[src/rtl/vga_scanout.sv]
// VGA scan-out timing generator: pops a show-ahead pixel stream and drives registered RGB/sync/blank.
// Optional colour-bar test pattern (adds port test_pat) is enabled by defining VGA_SCANOUT_TESTPAT_EN.
module vga_scanout #(
    parameter int          H_ACTIVE = 640,
    parameter int          H_FP     = 16,
    parameter int          H_SYNC   = 96,
    parameter int          H_BP     = 48,
    parameter int          V_ACTIVE = 480,
    parameter int          V_FP     = 10,
    parameter int          V_SYNC   = 2,
    parameter int          V_BP     = 33,
    parameter logic [29:0] FILL_RGB = 30'h0
) (
    input  logic        clk,
    input  logic        rst_n,
    input  logic        en,
    input  logic        pix_valid,
    input  logic [29:0] pix_data,
`ifdef VGA_SCANOUT_TESTPAT_EN
    input  logic        test_pat,
`endif
    input  logic        underflow_clr,
    output logic        pix_rd,
    output logic [9:0]  VGA_R,
    output logic [9:0]  VGA_G,
    output logic [9:0]  VGA_B,
    output logic        VGA_HS,
    output logic        VGA_VS,
    output logic        VGA_BLANK_N,
    output logic        frame_start,
    output logic        underflow
);

    localparam int H_TOTAL = H_ACTIVE + H_FP + H_SYNC + H_BP;
    localparam int V_TOTAL = V_ACTIVE + V_FP + V_SYNC + V_BP;

    localparam logic [9:0] H_ACT    = 10'(H_ACTIVE);
    localparam logic [9:0] V_ACT    = 10'(V_ACTIVE);
    localparam logic [9:0] H_LAST   = 10'(H_TOTAL - 1);
    localparam logic [9:0] V_LAST   = 10'(V_TOTAL - 1);
    localparam logic [9:0] HS_START = 10'(H_ACTIVE + H_FP);
    localparam logic [9:0] HS_END   = 10'(H_ACTIVE + H_FP + H_SYNC);
    localparam logic [9:0] VS_START = 10'(V_ACTIVE + V_FP);
    localparam logic [9:0] VS_END   = 10'(V_ACTIVE + V_FP + V_SYNC);

    typedef enum logic [1:0] {IDLE, PRIME, RUN, STOP} state_t;

    state_t      state_q, state_d;
    logic [9:0]  hCnt_q, hCnt_d;
    logic [9:0]  vCnt_q, vCnt_d;
    logic [29:0] rgb_q, rgb_d;
    logic        hs_q, hs_d;
    logic        vs_q, vs_d;
    logic        blank_q, blank_d;
    logic        frameStart_q, frameStart_d;
    logic        underflow_q, underflow_d;

    logic scanning;
    logic active;
    logic srcOk;
    logic lastPos;

    always_comb begin
        scanning = (state_q == RUN) || (state_q == STOP);
        active   = scanning && (hCnt_q < H_ACT) && (vCnt_q < V_ACT);
        lastPos  = (hCnt_q == H_LAST) && (vCnt_q == V_LAST);
`ifdef VGA_SCANOUT_TESTPAT_EN
        srcOk    = pix_valid || test_pat;
        pix_rd   = active && pix_valid && !test_pat;
`else
        srcOk    = pix_valid;
        pix_rd   = active && pix_valid;
`endif
    end

    // STOP keeps scanning so the current frame always completes before IDLE.
    always_comb begin
        state_d = state_q;
        case (state_q)
            IDLE:    if (en) state_d = PRIME;
            PRIME:   if (srcOk) state_d = RUN;
            RUN:     if (!en) state_d = STOP;
            STOP: begin
                if (en)           state_d = RUN;
                else if (lastPos) state_d = IDLE;
            end
            default: state_d = IDLE;
        endcase

        hCnt_d = '0;
        vCnt_d = '0;
        if (scanning) begin
            if (hCnt_q == H_LAST) begin
                hCnt_d = '0;
                vCnt_d = (vCnt_q == V_LAST) ? 10'd0 : vCnt_q + 10'd1;
            end else begin
                hCnt_d = hCnt_q + 10'd1;
                vCnt_d = vCnt_q;
            end
        end
    end

    always_comb begin
        rgb_d = '0;
        if (active) begin
`ifdef VGA_SCANOUT_TESTPAT_EN
            if (test_pat)
                rgb_d = {{10{hCnt_q[8]}}, {10{hCnt_q[7]}}, {10{hCnt_q[6]}}};
            else
`endif
            rgb_d = pix_valid ? pix_data : FILL_RGB;
        end

        hs_d         = !(scanning && (hCnt_q >= HS_START) && (hCnt_q < HS_END));
        vs_d         = !(scanning && (vCnt_q >= VS_START) && (vCnt_q < VS_END));
        blank_d      = active;
        frameStart_d = (state_q == RUN) && (hCnt_q == 10'd0) && (vCnt_q == 10'd0);

        // A new underflow outranks a simultaneous clear.
        underflow_d = underflow_q;
        if (underflow_clr)     underflow_d = 1'b0;
        if (active && !srcOk)  underflow_d = 1'b1;
    end

    always_ff @(posedge clk or negedge rst_n) begin
        if (!rst_n) begin
            state_q      <= IDLE;
            hCnt_q       <= '0;
            vCnt_q       <= '0;
            rgb_q        <= '0;
            hs_q         <= 1'b1;
            vs_q         <= 1'b1;
            blank_q      <= 1'b0;
            frameStart_q <= 1'b0;
            underflow_q  <= 1'b0;
        end else begin
            state_q      <= state_d;
            hCnt_q       <= hCnt_d;
            vCnt_q       <= vCnt_d;
            rgb_q        <= rgb_d;
            hs_q         <= hs_d;
            vs_q         <= vs_d;
            blank_q      <= blank_d;
            frameStart_q <= frameStart_d;
            underflow_q  <= underflow_d;
        end
    end

    assign VGA_R       = rgb_q[9:0];
    assign VGA_G       = rgb_q[19:10];
    assign VGA_B       = rgb_q[29:20];
    assign VGA_HS      = hs_q;
    assign VGA_VS      = vs_q;
    assign VGA_BLANK_N = blank_q;
    assign frame_start = frameStart_q;
    assign underflow   = underflow_q;

endmodule
[config.mk]
export PLATFORM = sky130hd
export DESIGN_NAME = vga_scanout
export DESIGN_NICKNAME = d
export VERILOG_FILES = /design/src/rtl/vga_scanout.sv
export SDC_FILE = /design/constraint.sdc
export NUM_CORES = 1
export LEC_CHECK = 0
export CORE_UTILIZATION = 42
export DETAILED_ROUTE_END_ITERATION = 8
export PLACE_DENSITY = 0.84
export SLEW_MARGIN = 20
export SYNTH_ARGS = -nofsm -noshare
export SYNTH_HDL_FRONTEND = slang
export SYNTH_SLANG_ARGS = --single-unit
[constraint.sdc]
create_clock -name clk -period 1.7 [get_ports clk]
set_input_delay 0.34 -clock clk [delete_from_list [all_inputs] [get_ports clk]]
set_output_delay 0.34 -clock clk [all_outputs]
set_load 0.1 [all_outputs]
* Yosys cells after proc, flatten, opt, wreduce, memory -nomap -nowiden
Cells that the tools add are included.
** Storage, ports and cells
- Flip-flop bits (word level) :: 57
- Input port bits :: 35
- Output and inout bits :: 36
- Logic and storage cells :: 62
** Operators by class
- Add/subtract/negate cells :: 2
- Order comparisons :: 6
- Eq/ne operators :: 10
- Multiplexer cells :: 15
- Reductions and logical operators :: 20
** Operator list (number)
- 2-to-1 mux 30 bit :: 2
- 2-to-1 mux 10 bit :: 5
- adder 10 x 1 -> 10 bit, second input constant :: 2
- equality test 10 bit, second input constant :: 2
- logical NOT 10 bit :: 2
- < comparator 10 bit, second input constant :: 2
- < comparator 10 x 9 -> 1 bit, second input constant :: 2
- logical AND 1 bit :: 11
- greater-or-equal comparator 10 bit, second input constant :: 1
- greater-or-equal comparator 10 x 9 -> 1 bit, second input constant :: 1
- 2-to-1 mux 2 bit :: 5
- case mux 2 bit (4 select lines) :: 1
- inequality test 2 bit, second input constant :: 3
- equality test 2 bit, second input constant :: 2
- AND reduction 4 bit :: 1
- logical NOT 1 bit :: 3
- inequality test 3 bit, second input constant :: 1
- equality test 2 x 1 -> 1 bit, second input constant :: 1
- logical NOT 2 bit :: 1
- 2-to-1 mux 1 bit :: 2
- inequality test 2 x 1 -> 1 bit, second input constant :: 1
- nonzero test 2 bit :: 1
- logical OR 1 bit :: 1

* Depth between registers and ports, before layout
Gate-level depths: netlist (run 1).
- Word-level depth :: 6
- Depth in mapped cells :: 7
- Gate-level depth less buffers :: 6

* Worst setup path after synthesis (run 1)
No wires, ideal clock.
- Kind :: reg-to-output
- From :: register vCnt_q[9]
- To :: output pix_rd
- Data arrival time :: 1.812 ns
- Required time :: 1.360 ns
- Setup slack :: -0.452 ns
- Cell stages (with the launch flop) :: 5
- Path buffers :: 1
- Cells stage by stage :: dfrtp_1 nand2b_1 and3b_1 clkbuf_1 and2_1
** On the way
- Longest elaborated chain between the ends :: 3
** RTL lines
- from (decl) :: RTL line 50 : logic [9:0] vCnt_q, vCnt_d;
- from (signal assigned) :: RTL line 139 : vCnt_q <= vCnt_d;
- < comparator 10 x 9 -> 1 bit :: RTL line 65 : active = scanning && (hCnt_q < H_ACT) && (vCnt_q < V_ACT);
- logical AND 1 bit :: RTL line 65
- net active :: RTL line 59 : logic active;
- logical AND 1 bit :: RTL line 72 : pix_rd = active && pix_valid;
- to (decl) :: RTL line 23 : output logic pix_rd,
The timed path passes the listed nets, and every way through them passes these cells.

* Worst setup path after layout (run 1)
- From :: register vCnt_q[5]
- To :: output pix_rd
** On the way
- Longest elaborated chain between the ends :: 3
** RTL lines (RTL line)
- < comparator 10 x 9 -> 1 bit :: 65
- logical AND 1 bit :: 65
- logical AND 1 bit :: 72
Every way passes these cells.

==> out/metrics.cfg, run 1 <==
[critical_path]
worstPathCellList = nand4_1 -> and3b_2 -> and2_4 -> buf_12
worstPathRequired_ns = 1.36
path_delay_family = simple AND/OR/NAND/NOR gates
worstSetupPathDepth = 4
critical_path_buf_inv_count = 1
critical_path.startpoint_type = register
timing.critical_path.slowest_cell_delay_ns = 0.41
data_arrival_at_the_endpoint_of_the_critical_path_ns = 1.49
timing.reg2reg.worst_path_depth = 4
endpoint_kind = primary output
critical_path.slowest_cell = sky130_fd_sc_hd__dfrtp_1
critical_path.max_fanout = 4
worst-setup-path-type = register to primary output

[pwr]
irDropWorstVdd_uv = 635
power.density_cell_area_nw_per_um2 = 808
power.static_leakage_nw = 1.85

[detailed_routing]
totalWireLength_um = 6820
via_per_inst = 5.40
first_iter_violations = 146
drt-pass1-iter-count = 4
final_antenna_net_count = 0
post_drt_wl_per_cell_um = 17.4
num_vias = 2117
post-route-drc-count = 0

[timing]
min_period_over_period = 1.08
timing.max_slew.rel_slack = 0.649
grt_setup_unrepaired = true
hold_ws_ns = 0.525
final.setup.tns_ns = -0.130
drv_slew = 0
layout_min_cycle_time_ns = 1.83
worst_setup_slack_after_layout_ns = -0.130
report.final.setup_viol = 1
finClkSkew_ns = 0.00812
max_freq_ghz = 0.547
final_hold_vios = 0
worst_slew_pin_slew_ns = 0.527

[synth]
ys_seq_area_frac = 0.601
synth.cell_area_sq_um = 2380
syn_inst = 213
synth.avg_cell_area_sq_um = 11.2
ys.flop_type = sky130_fd_sc_hd__dfrtp_1
ys_seq_elements = 57
synth_enable_flop_cells = 0
synthArstFlopShare = 1.00
synth.area.top_cells = sky130_fd_sc_hd__dfrtp_1 (58%), sky130_fd_sc_hd__and3_1 (8.7%), sky130_fd_sc_hd__nor2_1 (2.5%)
synth.largest_area_cell = sky130_fd_sc_hd__dfrtp_1
distinct_cell_type_count_of_the_synthesized_netlist = 36
yosys_warnings = 0
yosys.area.top_type_share = 0.579
mappedNetlistNets = 252

[status]
violations = setup timing
status = finished with violations

[place]
detailed_place_hpwl_um = 4690
buffer_ports.inserted = 70
place.detailed.instances = 365
placed_area_sq_um = 3640
gpl.final_weighted_congestion = 0.871

[global_route]
global_route.overflow_total = 0
antenna_found_initial = 0
largest_net_degree_at_the_start_of_global_routing = 33
track_usage = 0.230
first_global_vias = 2104
grt_pass1_wl_um = 10300

[die]
design.core.area_sq_um = 5470
initial_utilization = 0.435
placement_rows = 27
die_height_um = 77.3
num_io_pins = 71
dieWidth_um = 77.3
die_area_sq_um = 5970

[clock_network]
numCtsBuffers = 9
path_clk_slew_ns = 0.06
tritoncts = yes
cts.htree.levels = 3
clock_tree.buffer_depth = 2
insertion_delay_of_the_later_clocked_pin_in_the_worst_skew_pair_ns = 0.34
numClockSinks = 57
ctsRootBufferMaster = sky130_fd_sc_hd__clkbuf_8

[layout]
nFillCells = 356
num-nets-final = 354
drive_gt1_frac = 0.313
mostFrequentLayoutCell = sky130_fd_sc_hd__dfrtp_1
flow.area_growth_from_synthesis_pct = 65.9
final_antenna_diode_count = 0
final_cell_mix = sky130_fd_sc_hd__dfrtp_1 (52), sky130_fd_sc_hd__buf_12 (37), sky130_fd_sc_hd__clkdlybuf4s50_1 (33)
final_core_util = 0.721
final_cells = 392
final_cell_area_sq_um = 3950

[job]
max-cap-violations = 0

[hold_path]
timing.hold.worst.class = input pin to asynchronous set/reset pin

[per-layer routing]
| metal | vias up | track usage | part of all wire |
|---|---|---|---|
| met5 | - | 0 | 0 |
| met4 | 0 | 0.149 | 0.032 |
| met3 | 20 | 0.0345 | 0.040 |
| met2 | 78 | 0.399 | 0.57 |
| met1 | 1065 | 0.261 | 0.36 |
| li1 | 954 | - | - |
[cell usage after synthesis (2+ instances only)]
library cell,instances
sky130_fd_sc_hd__dfstp_2,2
sky130_fd_sc_hd__a32oi_1,2
sky130_fd_sc_hd__nor4_1,2
sky130_fd_sc_hd__xor2_1,3
sky130_fd_sc_hd__nor2_1,16
sky130_fd_sc_hd__and3_1,33
sky130_fd_sc_hd__clkbuf_1,7
sky130_fd_sc_hd__nand3_1,9
sky130_fd_sc_hd__nand4b_1,2
sky130_fd_sc_hd__nand2b_1,3
sky130_fd_sc_hd__nor2b_1,2
sky130_fd_sc_hd__inv_1,10
sky130_fd_sc_hd__and2_1,3
sky130_fd_sc_hd__or3_1,4
sky130_fd_sc_hd__a21oi_1,3
sky130_fd_sc_hd__nand4_1,5
sky130_fd_sc_hd__nand2_1,7
sky130_fd_sc_hd__o211ai_1,3
sky130_fd_sc_hd__o22ai_1,3
sky130_fd_sc_hd__ha_1,4
sky130_fd_sc_hd__o31ai_2,2
sky130_fd_sc_hd__nor3_1,6
sky130_fd_sc_hd__buf_2,2
sky130_fd_sc_hd__dfrtp_1,55
sky130_fd_sc_hd__o21ai_0,9
sky130_fd_sc_hd__xnor2_1,6
[state kept, by name, summed over array words and instances, names as in the netlist]
signal and flops:
rgb_q 30, VGA_BLANK_N 1, underflow 1, state_q 2, vCnt_q 10, hCnt_q 10, VGA_HS 1, frame_start 1
VGA_VS 1
[final cells by class]
cell class | instances | area, sq um | area share
Clock buffer | 13 | 159 | 0.0403
Clock inverter | 3 | 15.0 | 0.00380
Inverter | 10 | 37.5 | 0.00951
Multi-Input combinational cell | 136 | 905 | 0.229
Sequential cell | 57 | 1430 | 0.363
Tap cell | 72 | 90.1 | 0.0228
Timing Repair Buffer | 101 | 1310 | 0.331
[path summary, 6_finish.rpt]
kind	slack (ns)	from	endpoint
worst max-delay path	-0.13	vCnt_q[5]$_DFFE_PN0P_	pix_rd
worst min-delay path	0.53	rst_n	rgb_q[5]$_DFF_PN0_
worst max register to register	0.04	hCnt_q[7]$_DFF_PN0_	vCnt_q[7]$_DFFE_PN0P_
worst min register to register	0.57	hCnt_q[0]$_DFF_PN0_	hCnt_q[0]$_DFF_PN0_
max in group asynchronous	0.56	rst_n	rgb_q[21]$_DFF_PN0_
min in group clk	0.57	hCnt_q[0]$_DFF_PN0_	hCnt_q[0]$_DFF_PN0_
[where the power goes]
group / internal, mW / leakage (nW) / switching [mW]
Clock: 0.601 / 0.0932 / 0.524
Sequential: 1.40 / 0.723 / 0.0356
Combinational: 0.249 / 1.04 / 0.380
[metrics by stage]
stage               total power [mW]  worst slack [ns]
floorplan                       1.76           0.00339
detailed placement              2.09            0.0260
global placement                2.07            0.0691
finish                          3.19            -0.130
global route                    3.28            -0.144
CTS                             3.20            -0.147
[cells by family after synthesis]
logic type	synth area share
muxes	0.00421
DFF	0.601
and+or+nand+nor	0.236
adders and majority gates	0.0210
AOI/OAI and AO/OA	0.0689
buffers and inverters	0.0358
xor gates and xnor gates	0.0331
[worst register-to-register path: cells and delay by family, from the launching register on]
family          cells  cell delay, ns
simple gates        3            0.93
flops               1            0.42
compound gates      1            0.22
[repair_timing]
| action | in CTS | in global routing |
|---|---|---|
| gates resized for setup | 6 | 10 |
| endpoints found under the setup margin | 3 | 18 |
| pin swaps | 2 | 4 |
| endpoints found under the hold margin | 20 | 0 |
| hold buffers | 1 | 0 |
| buffers inserted | 1 | 10 |
(Power assumes the default switching activity.)
==> run 2, diff against run 1 <==
Settings changed: CTS_CLUSTER_SIZE set to 30.
==> results of run 2 <==
No change in the layout: final DEF, timing and power equal those of run 1.
==> run 3, diff against run 2 <==
Settings changed: CELL_PAD_IN_SITES_DETAIL_PLACEMENT set to 0, CELL_PAD_IN_SITES_GLOBAL_PLACEMENT set to 2, CORE_UTILIZATION 42 to 26, CTS_CLUSTER_DIAMETER set to 100.
==> run 3 against run 2 <==
The run ends with DRC, hold timing, setup timing left. Register-to-register slack better by 0.06 ns. Routed wire length down 8.5%. Clock power up 12%. Worst setup slack better by 0.053 ns. Fmax rose by 3.0%. First-iteration DRC count down 16%. Sequential share of layout area fell by 0.84 points. Die area up 60%. Flip-flop and latch count unchanged. Global-route usage down 8.4 points. Count of clock-buffer cells in the layout fell by 2. Power rose by 4.2%. Critical path type unchanged. Largest power group unchanged.
==> out/metrics.cfg, run 3 (same netlist as run 1, synthesis figures left out) <==
[timing]
timing.max_slew.rel_slack = 0.739  ; was 0.649
max_freq_ghz = 0.563  ; was 0.547 GHz
drv_slew = 0  ; unchanged
final_hold_vios = 6  ; was 0
worst_setup_slack_after_layout_ns = -0.0763  ; was -0.130 ns
layout_min_cycle_time_ns = 1.78  ; was 1.83 ns
report.final.setup_viol = 1  ; unchanged
hold_ws_ns = -0.0108  ; was 0.525 ns
grt_setup_unrepaired = true  ; unchanged
finClkSkew_ns = 0.00676  ; was 0.00812 ns
final.setup.tns_ns = -0.0763  ; was -0.130 ns
min_period_over_period = 1.04  ; was 1.08
worst_slew_pin_slew_ns = 0.390  ; was 0.527 ns

[place]
buffer_ports.inserted = 70  ; unchanged
place.detailed.instances = 409  ; was 365
gpl.final_weighted_congestion = 0.788  ; was 0.871
detailed_place_hpwl_um = 4350  ; was 4690 um

[detailed_routing]
post-route-drc-count = 4  ; was 0
num_vias = 2012  ; was 2117
via_per_inst = 4.65  ; was 5.40
post_drt_wl_per_cell_um = 14.4  ; was 17.4 um
drt-pass1-iter-count = 6  ; was 4
totalWireLength_um = 6240  ; was 6820 um
final_antenna_net_count = 0  ; unchanged
first_iter_violations = 122  ; was 146

[die]
placement_rows = 34  ; was 27
die_height_um = 97.6  ; was 77.3 um
initial_utilization = 0.270  ; was 0.435
die_area_sq_um = 9530  ; was 5970 sq um
design.core.area_sq_um = 8810  ; was 5470 sq um
dieWidth_um = 97.6  ; was 77.3 um
num_io_pins = 71  ; unchanged

[clock_network]
cts.htree.levels = 3  ; unchanged
numCtsBuffers = 9  ; unchanged
tritoncts = yes  ; unchanged
insertion_delay_of_the_later_clocked_pin_in_the_worst_skew_pair_ns = 0.33  ; was 0.34 ns
ctsRootBufferMaster = sky130_fd_sc_hd__clkbuf_8  ; unchanged
path_clk_slew_ns = 0.07  ; was 0.06 ns
numClockSinks = 57  ; unchanged
ctsHoldBuffers = 0  ; was 1
clock_tree.buffer_depth = 2  ; unchanged

[global_route]
track_usage = 0.145  ; was 0.230
grt_pass1_wl_um = 10900  ; was 10300 um
global_route.overflow_total = 0  ; unchanged
first_global_vias = 2221  ; was 2104
largest_net_degree_at_the_start_of_global_routing = 58  ; was 33
antenna_found_initial = 0  ; unchanged

[status]
status = finished with violations  ; unchanged
violations = DRC, hold timing, setup timing  ; was setup timing

[critical_path]
critical_path.startpoint = vCnt_q[5]$_DFFE_PN0P_  ; unchanged
worst-setup-path-type = register to primary output  ; unchanged
timing.reg2reg.worst_path_depth = 5  ; was 4
worstPathRequired_ns = 1.36  ; about the same
data_arrival_at_the_endpoint_of_the_critical_path_ns = 1.44  ; was 1.49 ns
worst_r2r_startpoint = hCnt_q[8]$_DFF_PN0_  ; was hCnt_q[7]$_DFF_PN0_
critical_path.max_fanout = 3  ; was 4
endpoint_kind = primary output  ; unchanged
critical_path.startpoint_type = register  ; unchanged

[layout]
final_cells = 433  ; was 392
num-nets-final = 359  ; was 354
final_antenna_diode_count = 0  ; unchanged
final_core_util = 0.458  ; was 0.721
largestRegisters = rgb_q (30), hCnt_q (10), vCnt_q (10)  ; unchanged
mostFrequentLayoutCell = sky130_fd_sc_hd__dfrtp_1  ; unchanged
largest_reg_flops = 30  ; unchanged
regMostFlops = rgb_q  ; unchanged
final_cell_mix = sky130_fd_sc_hd__dfrtp_1 (53), sky130_fd_sc_hd__buf_12 (38), sky130_fd_sc_hd__buf_4 (34)  ; was sky130_fd_sc_hd__dfrtp_1 (52), sky130_fd_sc_hd__buf_12 (37), sky130_fd_sc_hd__clkdlybuf4s50_1 (33)
flow.area_growth_from_synthesis_pct = 69.7  ; was 65.9%
drive_gt1_frac = 0.320  ; was 0.313

[job]
max-cap-violations = 0  ; unchanged

[pwr]
report.power.total_mw = 3.32  ; was 3.19 mW
power.density_cell_area_nw_per_um2 = 822  ; was 808 nW/um^2
irDropWorstVdd_uv = 583  ; was 635 uV
power.static_leakage_nw = 1.89  ; was 1.85 nW

[hold_path]
timing.hold.worst.class = input pin to asynchronous set/reset pin  ; unchanged

==> run 3: changes by cell type in the layout (fill, tap and decap cells not counted), sizes merged <==
cell	before	now
dlygate4sd3	1	0
clkinvlp	0	2
clkbuf	13	11
bufinv	0	1
clkinv	3	2
buf	67	73
==> run 3: timing repair <==
| item | CTS | global route |
|---|---|---|
| setup buffers | 7 | 1 |
| gates resized for setup | 5 | 4 |
| pin swaps | 0 | 2 |
| setup endpoints to repair | 2 | 11 |
==> run 3: power breakdown <==
group          internal [mW]  switching, mW
Sequential              1.40         0.0330
Combinational          0.248          0.372
Clock                  0.712          0.559
Total                   2.36          0.964
==> run 3: path summary, 6_finish.rpt <==
path                                         end  slack [ns]
max in group asynchronous       VGA_VS$_DFF_PN1_        1.39
min                          hCnt_q[6]$_DFF_PN0_       -0.01
max reg2reg                vCnt_q[7]$_DFFE_PN0P_        0.10
min in group clk             hCnt_q[0]$_DFF_PN0_        0.55
min reg2reg                  hCnt_q[0]$_DFF_PN0_        0.55
max                                       pix_rd       -0.08
==> run 3: worst max-delay path: stages (launching register included) <==
cell and delay (ns):
sky130_fd_sc_hd__dfrtp_1 0.36, sky130_fd_sc_hd__nand4_1 0.16, sky130_fd_sc_hd__and3b_2 0.28, sky130_fd_sc_hd__and2_4 0.15
sky130_fd_sc_hd__buf_12 0.16
==> run 3: cell type report <==
cell class / count / area, sq um
tap: 108 / 135
clock inverter: 5 / 55.1
clock buffer: 11 / 141
inverter: 10 / 37.5
sequential: 57 / 1430
timing repair buffer: 106 / 1350
multi-input combinational: 136 / 885
fill: 788 / 4770
==> run 3: metrics by stage <==
| stage | worst slack (ns) | cell area, sq um |
|---|---|---|
| floorplan | 0.00339 | 2380 |
| finish | -0.0763 | 4040 |
| global route | -0.133 | 4040 |
| global placement | 0.0763 | 3760 |
| CTS | -0.0979 | 4020 |
| detailed placement | 0.0419 | 3760 |
==> run 3: layer usage <==
metal / global-route usage / share of wire / vias up
li1: - / - / 960
met1: 0.173 / 0.42 / 972
met2: 0.230 / 0.48 / 67
met3: 0.0597 / 0.087 / 13
met4: 0.0653 / 0.017 / 0
met5: 0 / 0 / -
